==> config.mk <==
export PLATFORM = sky130hd
export DESIGN_NAME = cpu7_tlb_dmw
export DESIGN_NICKNAME = d
export VERILOG_FILES = /design/src/rtl/cpu7_tlb_dmw.sv
export SDC_FILE = /design/constraint.sdc
export NUM_CORES = 1
export LEC_CHECK = 0
export ABC_AREA = 1
export CORE_ASPECT_RATIO = 1.4
export CORE_MARGIN = 3
export CORE_UTILIZATION = 35
export DETAILED_ROUTE_END_ITERATION = 10
export PLACE_DENSITY = 0.67
export SETUP_SLACK_MARGIN = 0.02
export SKIP_LAST_GASP = 1
export SYNTH_ARGS = -nofsm -noshare
export SYNTH_HDL_FRONTEND = slang
export SYNTH_SLANG_ARGS = --single-unit
==> constraint.sdc <==
create_clock -name clk -period 1.02 [get_ports clk]
set_input_delay 0.204 -clock clk [delete_from_list [all_inputs] [get_ports clk]]
set_output_delay 0.204 -clock clk [all_outputs]
set_load 0.1 [all_outputs]
==> src/rtl/cpu7_tlb_dmw.sv <==
// cpu7_tlb_dmw: translates virtual to physical addresses through a set of
// direct-mapped windows, or passes them through in direct-address mode. The
// result travels down a fixed-latency pipeline to the cache side.
//
// Handshake: tlb_req is a valid-only strobe with no ready. Every request is
// accepted unless tlb_cancel is high in the same cycle. tlb_finish is a
// one-cycle valid pulse exactly LATENCY cycles after its request, with no
// ready. While tlb_finish is low, the result outputs hold the last finished
// value.
module cpu7_tlb_dmw #(
    parameter int VA_W    = 32,
    parameter int PA_W    = 32,
    parameter int NUM_WIN = 2,
    parameter int LATENCY = 1,
    parameter int SEG_W   = 3
) (
    input  logic               clk,
    input  logic               resetn,
    input  logic               tlb_req,
    input  logic [VA_W-1:0]    tlb_vaddr,
    input  logic               tlb_cancel,
    input  logic               da_mode,
    input  logic               da_uncache,
    input  logic               cfg_wen,
    input  logic [1:0]         cfg_idx,
    input  logic [2*SEG_W+1:0] cfg_wdata,
    output logic               tlb_finish,
    output logic               tlb_hit,
    output logic [PA_W-1:0]    tlb_paddr,
    output logic               tlb_uncache,
    output logic [5:0]         tlb_exccode,
    output logic               tlb_busy
);
    // Each result is packed as {hit, paddr, uncache, exccode}.
    localparam int         RES_W    = PA_W + 8;
    localparam logic [5:0] EXC_TLBR = 6'h3F;

    // Reject unsupported window counts and latencies at elaboration.
    generate
        if (LATENCY < 1 || LATENCY > 4 || NUM_WIN < 1 || NUM_WIN > 4) begin : g_bad_param
            $error("cpu7_tlb_dmw: LATENCY and NUM_WIN must each be in 1..4");
        end
    endgenerate

    logic [NUM_WIN-1:0] win_valid;
    logic [NUM_WIN-1:0] win_mat;
    logic [SEG_W-1:0]   win_pseg [NUM_WIN];
    logic [SEG_W-1:0]   win_vseg [NUM_WIN];

    logic               hit_c;
    logic [PA_W-1:0]    paddr_c;
    logic               unc_c;
    logic [5:0]         exc_c;
    logic [RES_W-1:0]   res_c;

    logic [LATENCY-1:0] st_valid;
    logic [RES_W-1:0]   st_res [LATENCY];

    // Window registers. A write to an index beyond NUM_WIN matches no window and is dropped.
    always_ff @(posedge clk or negedge resetn) begin
        if (!resetn) begin
            win_valid <= '0;
            win_mat   <= '0;
            for (int w = 0; w < NUM_WIN; w++) begin
                win_pseg[w] <= '0;
                win_vseg[w] <= '0;
            end
        end else if (cfg_wen) begin
            for (int w = 0; w < NUM_WIN; w++) begin
                if (int'(cfg_idx) == w) begin
                    win_valid[w] <= cfg_wdata[2*SEG_W+1];
                    win_mat[w]   <= cfg_wdata[2*SEG_W];
                    win_pseg[w]  <= cfg_wdata[2*SEG_W-1:SEG_W];
                    win_vseg[w]  <= cfg_wdata[SEG_W-1:0];
                end
            end
        end
    end

    // Lookup on the current window registers. The loop scans downwards so the lowest matching index wins.
    always_comb begin
        hit_c   = 1'b0;
        paddr_c = tlb_vaddr[PA_W-1:0];
        unc_c   = 1'b0;
        exc_c   = EXC_TLBR;
        if (da_mode) begin
            hit_c = 1'b1;
            unc_c = da_uncache;
            exc_c = 6'h00;
        end else begin
            for (int w = NUM_WIN - 1; w >= 0; w--) begin
                if (win_valid[w] && (tlb_vaddr[VA_W-1 -: SEG_W] == win_vseg[w])) begin
                    hit_c   = 1'b1;
                    paddr_c = {win_pseg[w], tlb_vaddr[PA_W-SEG_W-1:0]};
                    unc_c   = ~win_mat[w];
                    exc_c   = 6'h00;
                end
            end
        end
    end

    assign res_c = {hit_c, paddr_c, unc_c, exc_c};

    // Result pipeline. Data loads only behind a valid bit, so the last stage holds the last finished result.
    always_ff @(posedge clk or negedge resetn) begin
        if (!resetn) begin
            st_valid <= '0;
            for (int s = 0; s < LATENCY; s++) begin
                st_res[s] <= '0;
            end
        end else begin
            st_valid[0] <= tlb_req && !tlb_cancel;
            if (tlb_req && !tlb_cancel) begin
                st_res[0] <= res_c;
            end
            for (int s = 1; s < LATENCY; s++) begin
                st_valid[s] <= st_valid[s-1] && !tlb_cancel;
                if (st_valid[s-1] && !tlb_cancel) begin
                    st_res[s] <= st_res[s-1];
                end
            end
        end
    end

    assign tlb_finish = st_valid[LATENCY-1];
    assign {tlb_hit, tlb_paddr, tlb_uncache, tlb_exccode} = st_res[LATENCY-1];
    assign tlb_busy = |st_valid;

endmodule

Yosys cells after proc, flatten, opt, wreduce, memory -nomap -nowiden
Cells that the tools add are included.

Flip-flop bits (word level): 57. Input bits: 49. Output and inout port bits: 42. Logic and storage cells: 34.

Equal/unequal tests: 3. Multiplexer cells: 12. Bitwise operators: 2. Reductions and logical operators: 7.

Operator list (count): $mux 32 (3); $mux 6 (3); $eq 3x3->1 (2); $mux 1 (6); $reduce_and 2->1 (2); $logic_and 1x1->1 (3); $eq 2x2->1 const B (1); $logic_not 2->1 (1); $not 1->1 (2); $logic_not 1->1 (1).

Logic depth before layout (Yosys ltp)
Depth in word-level cells: 5. Gate-level depth with buffers: 10. Depth with buffers taken out: 10.

Worst setup path before layout
OpenSTA, ideal clock, no wires.

Kind: register -> output. Start point: register st_res[5] (netlist name). End point: output port tlb_exccode[1]. Data arrival time: 1407 ps. Required time: 816 ps. Slack: -591 ps. Stages on the path, launching flop included: 2. Buffers on the path: 1. Path through: dfrtp_1 > buf_4.

RTL lines: end, declared (line 31) `output logic [5:0] tlb_exccode,`.

==> flow_summary.ini <==
[outcome]
run_status = complete, but fails checks
violations = setup timing

[cts]
htreeDepth = 2
cts.sink_count = 52
clk_pin_slew_ps = 100
cts_buffer_depth = 2
cts_inserted_buffers = 5
clockRootBuffer = clkbuf_8
cts_tree = done
insertion_delay_ps = 300

[synth]
yosysTopAreaCell = dfrtp_1
synthSimpleGateAreaFrac_pct = 30.9
synth.most_common_cell = nand2_1
async_reset_ff_share_pct = 100
syn_area_per_cell_um2 = 8.06
synth-seq-cells = 52
synth_common_cells = nand2_1, dfrtp_1, inv_1
synthAdderAreaFrac_pct = 0
synth_compound_area_share_pct = 4.47
synth.area.top_cells = dfrtp_1, nand2_1, inv_1, o21ai_0, nand3_1
ys_seq_area_share_pct = 56.6
synth_edf_count = 0
synth_top_family_by_area = simple AND/OR/NAND/NOR gates
synth_cell_types = 17
ys.warnings.count = 0
muxShareOfSynthArea_pct = 0
netlist_area_um2 = 2300
synth-xor-area-share_pct = 0
syn_inst = 285
synthesis.nets = 334
synth_top_area_share_pct = 56.6
synth-main-ff-cell = dfrtp_1

[global_route]
gr-total-overflow = 0
gr-max-usage-layer = met2
grtUsageMet2_pct = 30.3
track_usage_pct = 17.3
grt_use_met1_pct = 20.1
grt_pass1_wl_um = 10200
grt_max_degree = 53
grt_pass1_vias = 2209
grtUsageMet3_pct = 3.05
antenna_found_initial = 0

[routing]
ant_nets = 0
drc = 0
routedWlPerCell_um = 13.4
route.final.wire_length_um = 6200
vias = 2130
via_per_inst = 4.59
first_pass_iters = 4
drtIter0Drc = 133

[min_path]
hold_depth = 3
worstHoldPathType = input pin to register
worstHoldStart = tlb_vaddr[9]
hold_end = st_res[16]

[finish]
final_cells = 464
utilization_pct = 65.0
layout-drive-gt1-share_pct = 35.7
nets = 440
fin_area_um2 = 4090
area_growth_syn_to_layout_pct = 78.1
n_antenna_cell = 0

[power_and_ir_drop]
power.leakage_nw = 2.02
internal_power_mw = 4.24
power_density_nw_per_um2 = 1810
switching_share_pct = 42.8
ir_worst_vdd_mv = 0.888
combPwrFrac_pct = 47.3
power_mw = 7.41
switchingPower_mw = 3.17
p_seq_share_pct = 36.2
clock_power_share_pct = 16.5

[setup_path]
cp-start-kind = register
path_buf_inv = 1
rr_endpoint = st_res[36]
crit_chain = buf_12
slowest_stage = dfrtp_4
cp.depth = 1
end_kind = output pin
required_ps = 820
max_stage_delay_ps = 580
crit_fanout = 7
crit-reg2reg-launch = win_vseg[5]
arrival_ps = 1080
r2r_slack_ps = -220
worstSetupPathType = register to output pin
cpLargestDelayFamily = flip-flops
r2r_cells = 9

[flow_run]
cap_violations = 0

[timing]
post-route-period-util_pct = 126
finalHoldViolCount = 0
slew_headroom_pct = 80.5
period_minus_slack_ps = 1280
hold-worst-slack_ps = 423
max_freq_mhz = 778
finClkSkew_ps = 5.87
setup_tns_ps = -6080
setup_viol = 48
report.final.slew_viol_count = 0
rsz0062_at_grt = yes
layout_setup_ws_ps = -265
worstMarginPinSlew_ps = 292

[placement]
dpl_cell_area_um2 = 3850
routabilityCongestion = 0.805
io_buffers = 90
dp_worst_setup_slack_ps = -519
place_hpwl_um = 4470
placed_cells = 448

[floorplanning]
die_area_um2 = 7590
start_util_pct = 36.5
core_area_um2 = 6300
num_rows = 34
die_w_um = 74.5
die_h_um = 102
ios = 91
timing repair:
item | in CTS | in global routing
gates resized for setup | 20 | 8
hold endpoints to repair | 52 | 0
buffers inserted | 4 | 2
gates cloned | 1 | 0
setup endpoints to repair | 77 | 52
hold buffers | 1 | 0
pin swaps | 10 | 8
routing by layer:
layer	routed length [µm]	vias up	part of all wire [%]
met5	0	-	0
met4	162	0	2.6
met3	256	14	4.1
met2	3420	65	55
met1	2360	987	38
li1	-	1064	-
kinds of logic (layout without fill, tap and decap cells):
| kind of cell | count (synthesis) | in the layout |
|---|---|---|
| buf+inv | 41 | 148 |
| compound gates | 20 | 20 |
| flops | 52 | 52 |
| simple gates | 172 | 172 |
power groups by stage:
| stage | sequential, mW | clock, mW | combinational (mW) |
|---|---|---|---|
| 2_1_floorplan | 3.94 | 0 | 0.826 |
| 3_3_place_gp | 2.71 | 0 | 3.39 |
| 3_5_place_dp | 2.72 | 0 | 3.42 |
| 4_1_cts | 2.68 | 1.28 | 3.50 |
| 5_1_grt | 2.73 | 1.33 | 3.67 |
| 6_report | 2.68 | 1.22 | 3.50 |
how the worst max path moves through the flow:
stage / endpoint / slack (ps) / start
after global routing: st_res[36] / -340 / win_vseg[5]
after detailed placement: st_res[38] / -520 / tlb_vaddr[31]
final: tlb_exccode[1] / -260 / st_res[5]
after floorplan: tlb_exccode[1] / -130 / st_res[5]
after CTS: tlb_exccode[1] / -280 / st_res[5]
after global placement: st_res[5] / -490 / tlb_vaddr[30]
cells in the final DEF, fill, tap and decap left out, types with 10 or more instances in the layout:
| cell | Yosys | final |
|---|---|---|
| nand2_1 | 146 | 137 |
| buf_12 | 0 | 46 |
| clkdlybuf4s50_1 | 0 | 42 |
| dfrtp_2 | 0 | 34 |
| inv_1 | 22 | 20 |
| buf_4 | 6 | 16 |
| dfrtp_1 | 52 | 16 |
| o21ai_0 | 16 | 12 |
| nand2_2 | 3 | 10 |
sequential cells by signal (all words and copies together) (netlist names):
register   cells
win_mat        2
win_pseg       6
win_vseg       6
win_valid      2
st_res        35
tlb_busy       1
layout make-up:
type	instances	area [µm²]
multi-input cells	192	881
well taps	72	90.1
fillers	489	2200
flip-flops and latches	52	1350
clock inverters	1	7.51
repair buffers	114	1580
clock buffers	7	86.3
inverters	26	100
Note: power is estimated with default switching activity, not from simulation.
